<file path="src/rtl/conv_channel_scheduler_if.sv">
// Bundle of the handshake, kernel-memory and accumulator-control signals
// around the convolution channel scheduler. The scheduler uses "master";
// the surrounding datapath (or a testbench) uses "slave".
interface conv_channel_scheduler_if #(
  parameter int N_CHANNELS = 1,
  parameter int N_KERNELS  = 32,
  parameter int N_WINDOWS  = 676,
  parameter int ADDR_WIDTH = 16
);
  localparam int CH_W = (N_CHANNELS > 1) ? $clog2(N_CHANNELS) : 1;
  localparam int K_W  = (N_KERNELS > 1) ? $clog2(N_KERNELS) : 1;
  localparam int WC_W = $clog2(N_WINDOWS + 1);

  logic                  enable_i;
  logic [N_CHANNELS-1:0] window_valid_i;
  logic [N_CHANNELS-1:0] window_consume_o;
  logic                  kmem_rd_o;
  logic [ADDR_WIDTH-1:0] kmem_addr_o;
  logic [CH_W-1:0]       channel_sel_o;
  logic                  acc_en_o;
  logic                  acc_clear_o;
  logic                  result_valid_o;
  logic [K_W-1:0]        result_kernel_o;
  logic                  result_ready_i;
  logic [WC_W-1:0]       window_count_o;
  logic                  frame_done_o;
  logic                  busy_o;

  modport master (
    input  enable_i, window_valid_i, result_ready_i,
    output window_consume_o, kmem_rd_o, kmem_addr_o, channel_sel_o,
           acc_en_o, acc_clear_o, result_valid_o, result_kernel_o,
           window_count_o, frame_done_o, busy_o
  );

  modport slave (
    output enable_i, window_valid_i, result_ready_i,
    input  window_consume_o, kmem_rd_o, kmem_addr_o, channel_sel_o,
           acc_en_o, acc_clear_o, result_valid_o, result_kernel_o,
           window_count_o, frame_done_o, busy_o
  );
endinterface

</file>
<file path="src/rtl/conv_channel_scheduler.sv">
// Time-multiplexes one convolution datapath over every (kernel, channel)
// pair of a window: issues kernel-memory reads, steers the channel mux and
// accumulator one cycle later, hands each finished kernel sum to the pool
// stage and finally releases the window buffers. All outputs are flops.
module conv_channel_scheduler #(
  parameter int N_CHANNELS = 1,
  parameter int N_KERNELS  = 32,
  parameter int N_WINDOWS  = 676,
  parameter int ADDR_WIDTH = 16
) (
  input  logic clock_i,
  input  logic reset_i,
  conv_channel_scheduler_if.master bus
);
  localparam int CH_W = (N_CHANNELS > 1) ? $clog2(N_CHANNELS) : 1;
  localparam int K_W  = (N_KERNELS > 1) ? $clog2(N_KERNELS) : 1;
  localparam int WC_W = $clog2(N_WINDOWS + 1);

  localparam logic [CH_W-1:0] C_LAST  = CH_W'(N_CHANNELS - 1);
  localparam logic [K_W-1:0]  K_LAST  = K_W'(N_KERNELS - 1);
  localparam logic [WC_W-1:0] WC_LAST = WC_W'(N_WINDOWS - 1);

  typedef enum logic [2:0] {
    WAIT_WIN,
    ISSUE,
    DRAIN,
    EMIT,
    CONSUME
  } state_t;

  state_t                state, state_nx;
  logic [K_W-1:0]        k, k_nx;
  logic [CH_W-1:0]       c, c_nx;
  logic [WC_W-1:0]       wcount, wcount_nx;
  logic                  frame_wrap;
  logic [ADDR_WIDTH-1:0] addr_nx;

  logic                  rd_q;
  logic [ADDR_WIDTH-1:0] addr_q;
  logic [CH_W-1:0]       sel_q;
  logic                  acc_en_q;
  logic                  acc_clear_q;
  logic                  res_valid_q;
  logic [K_W-1:0]        res_kernel_q;
  logic [N_CHANNELS-1:0] consume_q;
  logic                  frame_done_q;
  logic                  busy_q;

  assign addr_nx = ADDR_WIDTH'(k_nx) * ADDR_WIDTH'(N_CHANNELS) + ADDR_WIDTH'(c_nx);

  // Next-state logic; the window counter advances on the edge entering CONSUME
  always_comb begin
    state_nx   = state;
    k_nx       = k;
    c_nx       = c;
    wcount_nx  = wcount;
    frame_wrap = 1'b0;
    case (state)
      WAIT_WIN: begin
        if (bus.enable_i && (&bus.window_valid_i)) begin
          state_nx = ISSUE;
          k_nx     = '0;
          c_nx     = '0;
        end
      end
      ISSUE: begin
        if (c != C_LAST) c_nx = c + CH_W'(1);
        else             state_nx = DRAIN;
      end
      DRAIN: state_nx = EMIT;
      EMIT: begin
        if (bus.result_ready_i) begin
          if (k != K_LAST) begin
            k_nx     = k + K_W'(1);
            c_nx     = '0;
            state_nx = ISSUE;
          end else begin
            state_nx = CONSUME;
            if (wcount == WC_LAST) begin
              wcount_nx  = '0;
              frame_wrap = 1'b1;
            end else begin
              wcount_nx = wcount + WC_W'(1);
            end
          end
        end
      end
      CONSUME: state_nx = WAIT_WIN;
      default: state_nx = WAIT_WIN;
    endcase
  end

  // State and loop-index registers
  always_ff @(posedge clock_i or negedge reset_i) begin
    if (!reset_i) begin
      state  <= WAIT_WIN;
      k      <= '0;
      c      <= '0;
      wcount <= '0;
    end else begin
      state  <= state_nx;
      k      <= k_nx;
      c      <= c_nx;
      wcount <= wcount_nx;
    end
  end

  // Registered outputs: reads follow the next state, accumulator controls lag the read by one cycle
  always_ff @(posedge clock_i or negedge reset_i) begin
    if (!reset_i) begin
      rd_q         <= 1'b0;
      addr_q       <= '0;
      sel_q        <= '0;
      acc_en_q     <= 1'b0;
      acc_clear_q  <= 1'b0;
      res_valid_q  <= 1'b0;
      res_kernel_q <= '0;
      consume_q    <= '0;
      frame_done_q <= 1'b0;
      busy_q       <= 1'b0;
    end else begin
      rd_q         <= (state_nx == ISSUE);
      addr_q       <= (state_nx == ISSUE) ? addr_nx : '0;
      acc_en_q     <= (state == ISSUE);
      sel_q        <= (state == ISSUE) ? c : '0;
      acc_clear_q  <= (state == ISSUE) && (c == '0);
      res_valid_q  <= (state_nx == EMIT);
      res_kernel_q <= (state_nx == EMIT) ? k_nx : '0;
      consume_q    <= {N_CHANNELS{state_nx == CONSUME}};
      frame_done_q <= frame_wrap;
      busy_q       <= (state_nx != WAIT_WIN);
    end
  end

  assign bus.kmem_rd_o        = rd_q;
  assign bus.kmem_addr_o      = addr_q;
  assign bus.channel_sel_o    = sel_q;
  assign bus.acc_en_o         = acc_en_q;
  assign bus.acc_clear_o      = acc_clear_q;
  assign bus.result_valid_o   = res_valid_q;
  assign bus.result_kernel_o  = res_kernel_q;
  assign bus.window_consume_o = consume_q;
  assign bus.window_count_o   = wcount;
  assign bus.frame_done_o     = frame_done_q;
  assign bus.busy_o           = busy_q;
endmodule
</file>
<file path="src/flat_wrapper.sv">
// flat-port wrapper written by rule: the top's interface ports become plain ports
module conv_channel_scheduler_flat 
#(
  parameter int N_CHANNELS = 1,
  parameter int N_KERNELS  = 32,
  parameter int N_WINDOWS  = 676,
  parameter int ADDR_WIDTH = 16
)
  (clock_i, reset_i, bus_enable_i, bus_window_valid_i, bus_result_ready_i, bus_window_consume_o, bus_kmem_rd_o, bus_kmem_addr_o, bus_channel_sel_o, bus_acc_en_o, bus_acc_clear_o, bus_result_valid_o, bus_result_kernel_o, bus_window_count_o, bus_frame_done_o, bus_busy_o);
  conv_channel_scheduler_if #(.N_CHANNELS(N_CHANNELS), .N_KERNELS(N_KERNELS), .N_WINDOWS(N_WINDOWS), .ADDR_WIDTH(ADDR_WIDTH)) bus_i ();
  input  logic clock_i;
  input  logic reset_i;
  input wire logic [$bits(bus_i.enable_i)-1:0] bus_enable_i;
  input wire logic [$bits(bus_i.window_valid_i)-1:0] bus_window_valid_i;
  input wire logic [$bits(bus_i.result_ready_i)-1:0] bus_result_ready_i;
  output wire logic [$bits(bus_i.window_consume_o)-1:0] bus_window_consume_o;
  output wire logic [$bits(bus_i.kmem_rd_o)-1:0] bus_kmem_rd_o;
  output wire logic [$bits(bus_i.kmem_addr_o)-1:0] bus_kmem_addr_o;
  output wire logic [$bits(bus_i.channel_sel_o)-1:0] bus_channel_sel_o;
  output wire logic [$bits(bus_i.acc_en_o)-1:0] bus_acc_en_o;
  output wire logic [$bits(bus_i.acc_clear_o)-1:0] bus_acc_clear_o;
  output wire logic [$bits(bus_i.result_valid_o)-1:0] bus_result_valid_o;
  output wire logic [$bits(bus_i.result_kernel_o)-1:0] bus_result_kernel_o;
  output wire logic [$bits(bus_i.window_count_o)-1:0] bus_window_count_o;
  output wire logic [$bits(bus_i.frame_done_o)-1:0] bus_frame_done_o;
  output wire logic [$bits(bus_i.busy_o)-1:0] bus_busy_o;
  assign bus_i.enable_i = bus_enable_i;
  assign bus_i.window_valid_i = bus_window_valid_i;
  assign bus_i.result_ready_i = bus_result_ready_i;
  assign bus_window_consume_o = bus_i.window_consume_o;
  assign bus_kmem_rd_o = bus_i.kmem_rd_o;
  assign bus_kmem_addr_o = bus_i.kmem_addr_o;
  assign bus_channel_sel_o = bus_i.channel_sel_o;
  assign bus_acc_en_o = bus_i.acc_en_o;
  assign bus_acc_clear_o = bus_i.acc_clear_o;
  assign bus_result_valid_o = bus_i.result_valid_o;
  assign bus_result_kernel_o = bus_i.result_kernel_o;
  assign bus_window_count_o = bus_i.window_count_o;
  assign bus_frame_done_o = bus_i.frame_done_o;
  assign bus_busy_o = bus_i.busy_o;
  conv_channel_scheduler #(.N_CHANNELS(N_CHANNELS), .N_KERNELS(N_KERNELS), .N_WINDOWS(N_WINDOWS), .ADDR_WIDTH(ADDR_WIDTH)) u_core (.clock_i(clock_i), .reset_i(reset_i), .bus(bus_i));
endmodule
</file>
<file path="config.mk">
export PLATFORM = sky130hd
export DESIGN_NAME = conv_channel_scheduler_flat
export DESIGN_NICKNAME = d
export VERILOG_FILES = /design/src/rtl/conv_channel_scheduler_if.sv /design/src/rtl/conv_channel_scheduler.sv /design/src/flat_wrapper.sv
export SDC_FILE = /design/constraint.sdc
export NUM_CORES = 1
export LEC_CHECK = 0
export ABC_CLOCK_PERIOD_IN_PS = 2300
export CORE_MARGIN = 4
export CORE_UTILIZATION = 30
export CTS_CLUSTER_DIAMETER = 120
export DETAILED_ROUTE_END_ITERATION = 12
export GPL_TIMING_DRIVEN = 0
export PLACE_DENSITY_LB_ADDON = 0.1
export SYNTH_ARGS = -nofsm -noshare
export SYNTH_HDL_FRONTEND = slang
export SYNTH_SLANG_ARGS = --single-unit
export TNS_END_PERCENT = 20
</file>
<file path="constraint.sdc">
create_clock -name clock_i -period 2.3 [get_ports clock_i]
set_clock_uncertainty 0.05 [all_clocks]
set_input_delay 0.23 -clock clock_i [delete_from_list [all_inputs] [get_ports clock_i]]
set_output_delay 0.23 -clock clock_i [all_outputs]
set_load 0.05 [all_outputs]
</file>
# Word-level counts from Yosys, hierarchy flattened
# Cells that the tools add are included.
[op_classes]
n_bitwise = 2
n_addsub = 4
n_eq_ne = 8
n_reduce_logical = 5
muxes = 22
[ops]
columns = ["operator", "count"]
rows = [
  ["5-bit two-way mux", 4],
  ["16-bit two-way mux", 1],
  ["3-bit two-way mux", 4],
  ["3-bit case mux with 4 select lines", 1],
  ["10-bit by 1-bit adder with 10-bit output (second input constant)", 1],
  ["10-bit equality test (second input constant)", 1],
  ["10-bit two-way mux", 1],
  ["5-bit case mux with 2 select lines", 1],
  ["3-bit by 2-bit equality test with 1-bit output (second input constant)", 3],
  ["1-bit two-way mux", 9],
  ["5-bit by 1-bit adder with 6-bit output", 1],
  ["3-bit by 1-bit equality test with 1-bit output (second input constant)", 2],
  ["5-bit by 1-bit adder with 5-bit output (second input constant)", 1],
  ["5-bit != test (second input constant)", 1],
  ["3-bit equality test (second input constant)", 1],
  ["3-bit logical NOT", 1],
  ["1-bit case mux with 3 select lines", 1],
  ["3-bit AND reduction", 1],
  ["3-bit nonzero test", 1],
  ["1-bit logical AND", 2],
  ["1-bit NOT", 2],
  ["1-bit adder (second input constant)", 1],
]
[totals]
in_bits = 5
wordCells = 55
ff_bits = 48
output_inout_bits = 39

# Longest topological paths before layout
[logic_depth]
depth_word = 6
depth_mapped = 11
ltp_nobuf = 10

# Least setup slack after synthesis
# No wires, ideal clock.
[synth_timing]
kind = "reg2reg"
start = "register u_core.state[0]"
end = "register u_core.addr_q[2] (netlist: u_core.bus.kmem_addr_o[2])"
t_arrival_ns = 2.072
setup_time_ns = 0.084
setup_slack_ns = 0.094
path_buffers = 1
path_stages_with_launch = 10
period_less_slack_ns = 2.206
t_required_ns = 2.166
path_cell_list = "dfrtp_1 > buf_4 > or4_2 > nand2_1 > mux2i_1 > ha_1 > ha_1 > inv_1 > nand2_1 > a21boi_0"
[synth_via]
elab_chain_cells = 4
word_cells_on_any_way = 13
classes_between = "add/sub: 1; eq/ne: 4; mux: 7; reduce/logical: 1"
[synth_rtl]
columns = ["item", "line", "text"]
rows = [
  ["start, declared", "conv_channel_scheduler.sv:31", "state_t state, state_nx;"],
  ["start signal, assigned", "conv_channel_scheduler.sv:101", "state <= state_nx;"],
  ["3-bit by 2-bit equality test with 1-bit output or 3-bit logical NOT (tied branches)", "conv_channel_scheduler.sv:58", "case (state)"],
  ["5-bit case mux with 2 select lines *", "conv_channel_scheduler.sv:58", ""],
  ["named net u_core.k_nx[0]", "conv_channel_scheduler.sv:32", "logic [K_W-1:0] k, k_nx;"],
  ["5-bit by 1-bit adder with 6-bit output *", "conv_channel_scheduler.sv:49", "assign addr_nx = ADDR_WIDTH'(k_nx) * ADDR_WIDTH'(N_CHANNELS) + ADDR_WIDTH'(c_nx);"],
  ["16-bit two-way mux *", "conv_channel_scheduler.sv:123", "addr_q <= (state_nx == ISSUE) ? addr_nx : '0;"],
  ["end signal, assigned", "conv_channel_scheduler.sv:123", ""],
  ["end, declared", "conv_channel_scheduler.sv:39", "logic [ADDR_WIDTH-1:0] addr_q;"],
]
# The timed path passes the listed nets; every way through them passes the cells marked *.
# A chain may end at the register's enable or synchronous reset.

# Worst setup path in the final report
[layout_timing]
start = "register u_core.k[0]"
end = "register u_core.addr_q[4] (netlist: u_core.bus.kmem_addr_o[4])"
[layout_via]
elab_chain_cells = 6
word_cells_on_any_way = 15
classes_between = "add/sub: 2; eq/ne: 2; mux: 11"
[layout_rtl]
columns = ["item", "line", "text"]
rows = [
  ["start, declared", "conv_channel_scheduler.sv:32", ""],
  ["start signal, assigned", "conv_channel_scheduler.sv:102", "k <= k_nx;"],
  ["5-bit != test", "conv_channel_scheduler.sv:73", "if (k != K_LAST) begin"],
  ["1-bit two-way mux", "conv_channel_scheduler.sv:73", ""],
  ["1-bit two-way mux", "conv_channel_scheduler.sv:72", "if (bus.result_ready_i) begin"],
  ["1-bit case mux with 3 select lines", "conv_channel_scheduler.sv:58", ""],
  ["named net u_core.c_nx", "conv_channel_scheduler.sv:33", "logic [CH_W-1:0] c, c_nx;"],
  ["5-bit by 1-bit adder with 6-bit output", "conv_channel_scheduler.sv:49", ""],
  ["16-bit two-way mux", "conv_channel_scheduler.sv:123", ""],
]
# The timed path passes the listed nets, and every way through them passes these cells.

==> results <==
- Yosys instantiated no cell more often than sky130_fd_sc_hd__dfrtp_1.
- The final hold violation count came to 33.
- The distinct cell type count of the synthesized netlist is 43.
- Counting the fill cells in the layout gives 567.
- The total power consumption of the routed design is 0.002512 W.
- The library cell used as clock root buffer is sky130_fd_sc_hd__clkbuf_8.
- The commonest cells after synthesis are sky130_fd_sc_hd__dfrtp_1 (38), sky130_fd_sc_hd__nand2_1 (17), sky130_fd_sc_hd__buf_4 (11).
- Tracing the worst setup path back leads to its startpoint at u_core.k[0]$_DFF_PN0_.
- The mean instance size in the synthesized netlist is 10.98 um2.
- The first global-routing pass estimated 6348 um of wire.
- In this design, the stage delay of the slowest critical-path cell is 0.38 ns.
- The repair_antennas step left the layout with diodes totalling 0.
- The arrival time reported for the critical path endpoint is 2.30 ns.
- The total setup violations reported at the end of the flow is 0.
- The fmax is 456.4 MHz.
- The chip width is 85.01 um.
- The floorplan has 27 rows.
- The total routed wirelength is 3660 um.
- The power per standard cell area is 1049 nW/um2.
- The path type of the worst setup path is reg -> reg.
- Entering global routing, the biggest net connects 39 pins.
- The fraction of synthesized cell area taken by the top area cell type is 53.45%.
- Clock latency on the worst-skew pair, taken at its later pin, is 0.28 ns.
- The slowest stage of the critical path is the sky130_fd_sc_hd__dfrtp_1 cell.
- The deepest level of the CTS H-tree is 2.
- The worst pin sits at a relative slew slack of 44.72%.
- Clock-pin slew was measured on the worst setup and hold paths at 0.07 ns.
- Port buffering added 33 buffers.
- The post-route netlist has 21.40% of its cells at a drive strength greater than 1.
- Setup slack on the critical path of the routed design comes to 0.1090 ns.
- For this run, the leading register cell type out of synthesis is sky130_fd_sc_hd__dfrtp_1.
- The share of async-settable or async-resettable flops after synthesis is 100.0%.
- The synthesized netlist occupies a cell area of 1779 um2.
- The kind of end point of the critical path is a flip-flop.
- The effective utilization at floorplan is 31.54%.
- The clock tree from TritonCTS is built.
- The maximum fanout along the worst path is 5.
- The analysis attributes to cell leakage a power of 1.117 nW.
- Compared with the post-synthesis result, the final layout area differs by 34.60%.
- The via count normalized by instance count is 4.477.
- After detailed routing, the number of remaining DRC violations is 0.
- Across the run, the number of max-cap violations was 0.
- The final hold slack is -0.01157 ns.
- The number of nets in the finished design is 223.
- The critical path launch point type is a flip-flop.
- Sorting the synthesized cells by area gives the leading types as sky130_fd_sc_hd__dfrtp_1 (53%), sky130_fd_sc_hd__buf_4 (4.6%), sky130_fd_sc_hd__nand2_1 (3.6%).
- Of the available clock period, the critical path in the final layout requires 95.26%.
- The total I/O pin count is 44.
- The overall track demand over capacity in global routing is 11.09%.
- OpenSTA, run right after detailed placement, puts the worst setup slack at -0.3235 ns.
- The number of nets still failing antenna checks after routing is 0.
- The total number of vias is 1285.
- The final reports fail on hold timing.
- The clock net sink count is 38.
- The congestion estimate from routability-driven global placement came to 0.8101.
- The mean routed wirelength per cell is 12.75 um.
- The height of the chip is 85.01 um.
- The total iterations of the first detailed-routing run is 4.
- The cell occurring most often along the worst timing path is sky130_fd_sc_hd__ha_4.
- Synthesis produced a netlist whose cell count is 162.
- The first-iteration detailed-routing DRC count is 60.
- After synthesis, flip-flops and latches occupy 53.45% of the total area.
- The top cell family by delay on the critical path is compound AO/OA/AOI/OAI gates.
- The critical path goes through ha_2 > and4_1 > o21ai_0 > a21boi_2 > ha_4 > ha_4 > inv_2 > o311ai_4 > o41ai_2.
- The count of flip-flops with a built-in enable after synthesis is 0.
- The detailed placement HPWL is 2570 um.
- The initial antenna violation count is 0.
- Across the VDD grid, the largest voltage drop is 415.1 uV.
- In this run, synthesis produced a sequential element count of 38.
- No sink is reached through more buffers than the 2 on the longest clock path.
- The reg-to-reg critical path startpoint is u_core.k[0]$_DFF_PN0_.
- The yosys synthesis warning count is 0.
- The run finished, with violations left.
- The number of buffers and inverters on the critical path is 1.
- Buffers inserted during clock tree synthesis total 5.
- The number of global-route vias before repair came to 1294.
- The count of pins over their slew limit is 0.
- The path category of the worst min-delay check is in -> async.
- For the finished layout, the period the worst path requires is 2.191 ns.
- The post-synthesis cell type with the largest combined area is sky130_fd_sc_hd__dfrtp_1.
- Summed over all layers, the global routing overflow is 0.
- The total of hold buffers inserted after clock tree synthesis is 0.
- The total area inside the core boundary comes to 5642 um2.
- For the worst setup path, the data required time is 2.41 ns.
- The total die area is 7227 um2.
- At the pin with the least slew margin, the transition time is 0.8292 ns.
worst reg2reg max path, stage by stage (launching register included):
cell and delay (ns):
sky130_fd_sc_hd__dfrtp_1 0.38, sky130_fd_sc_hd__ha_2 0.22, sky130_fd_sc_hd__and4_1 0.26, sky130_fd_sc_hd__o21ai_0 0.13, sky130_fd_sc_hd__a21boi_2 0.24, sky130_fd_sc_hd__ha_4 0.20
sky130_fd_sc_hd__ha_4 0.14, sky130_fd_sc_hd__inv_2 0.05, sky130_fd_sc_hd__o311ai_4 0.28, sky130_fd_sc_hd__o41ai_2 0.12
sequential cells by signal, indices dropped and copies added, names as in the netlist:
signal                       cells
u_core.bus.window_consume_o      1
u_core.bus.acc_clear_o           1
u_core.bus.acc_en_o              1
u_core.bus.busy_o                1
u_core.bus.frame_done_o          1
u_core.state                     3
u_core.bus.channel_sel_o         1
u_core.bus.window_count_o       10
u_core.k                         5
u_core.c                         1
u_core.bus.result_kernel_o       5
u_core.bus.kmem_rd_o             1
u_core.bus.kmem_addr_o           6
u_core.bus.result_valid_o        1
metrics by stage:
| step | TNS, ns | utilization [%] | std cells | instance area (um2) |
|---|---|---|---|---|
| after floorplan | 0 | - | 171 | 1813 |
| after global placement | -0.7685 | 39.59 | 276 | 2233 |
| after detailed placement | -0.8038 | 39.50 | 276 | 2228 |
| after CTS | 0 | 41.49 | 285 | 2341 |
| after global routing | -0.001119 | 42.45 | 287 | 2395 |
| final | 0 | 42.45 | 287 | 2395 |
report_power, final:
part | leakage, nW | switching, W | internal (W) | total (W)
clock network | 0.0482 | 0.000223 | 0.000242 | 0.000464
registers | 0.506 | 0.0000838 | 0.000813 | 0.000896
logic | 0.563 | 0.000741 | 0.000411 | 0.00115
total | 1.12 | 0.00105 | 0.00146 | 0.00251
area by class of cell:
type	instances	area (um2)	area share (%)
buffer	15	120.1	5.016
clock buffer	7	86.33	3.605
clock inverter	1	5.005	0.2090
inverter	8	31.28	1.306
multi-input combinational	110	762.0	31.82
sequential	38	952.2	39.76
tap	72	90.09	3.762
timing repair buffer	36	347.8	14.52
worst paths after layout:
check                      depth (start not counted)                             endpoint  slack, ns
max reg2reg                                        9  u_core.bus.kmem_addr_o[4]$_DFF_PN0_       0.11
max in group asynchronous                          1            u_core.state[1]$_DFF_PN0_       1.64
max                                                9  u_core.bus.kmem_addr_o[4]$_DFF_PN0_       0.11
min reg2reg                                        1     u_core.bus.acc_clear_o$_DFF_PN0_       0.43
min in group clock_i                               1     u_core.bus.acc_clear_o$_DFF_PN0_       0.43
min                                                1  u_core.bus.result_valid_o$_DFF_PN0_      -0.01
cell families (layout without fill, tap and decap cells):
kind of cell,after synthesis,in the layout,share of synthesized area (%)
xor gates and xnor gates,6,6,2.954
AOI/OAI and AO/OA,20,20,9.002
other,1,10,0.2108
adders and majority gates,4,4,2.813
and+or+nand+nor,67,67,21.38
DFF,38,38,53.45
muxes,3,3,1.688
buffers and inverters,23,67,8.509
placed cells by master, fill, tap and decap left out, types with 4 or more instances in the layout:
cell type and count:
sky130_fd_sc_hd__clkbuf_8 6, sky130_fd_sc_hd__and2_1 7, sky130_fd_sc_hd__o21ai_0 4, sky130_fd_sc_hd__dfrtp_1 37, sky130_fd_sc_hd__nand4_1 6, sky130_fd_sc_hd__a21oi_1 5
sky130_fd_sc_hd__conb_1 10, sky130_fd_sc_hd__clkdlybuf4s50_1 32, sky130_fd_sc_hd__nor2_1 9, sky130_fd_sc_hd__nand2_1 15, sky130_fd_sc_hd__inv_1 5, sky130_fd_sc_hd__buf_4 14
sky130_fd_sc_hd__xnor2_1 5
repair_timing:
action                     in CTS  in global routing
setup buffers                   1                  2
resized for setup               7                  8
setup endpoints to repair       2                  2
pin swaps                       0                  2
metal layers:
layer | vias up | GRT usage (%) | part of all wire [%]
met5 | - | 0 | 0
met4 | 0 | 3.885 | 1.4
met3 | 5 | 3.786 | 5.9
met2 | 30 | 17.23 | 48
met1 | 609 | 14.37 | 45
li1 | 641 | - | -
No activity file was read; power rests on OpenSTA's default activity.
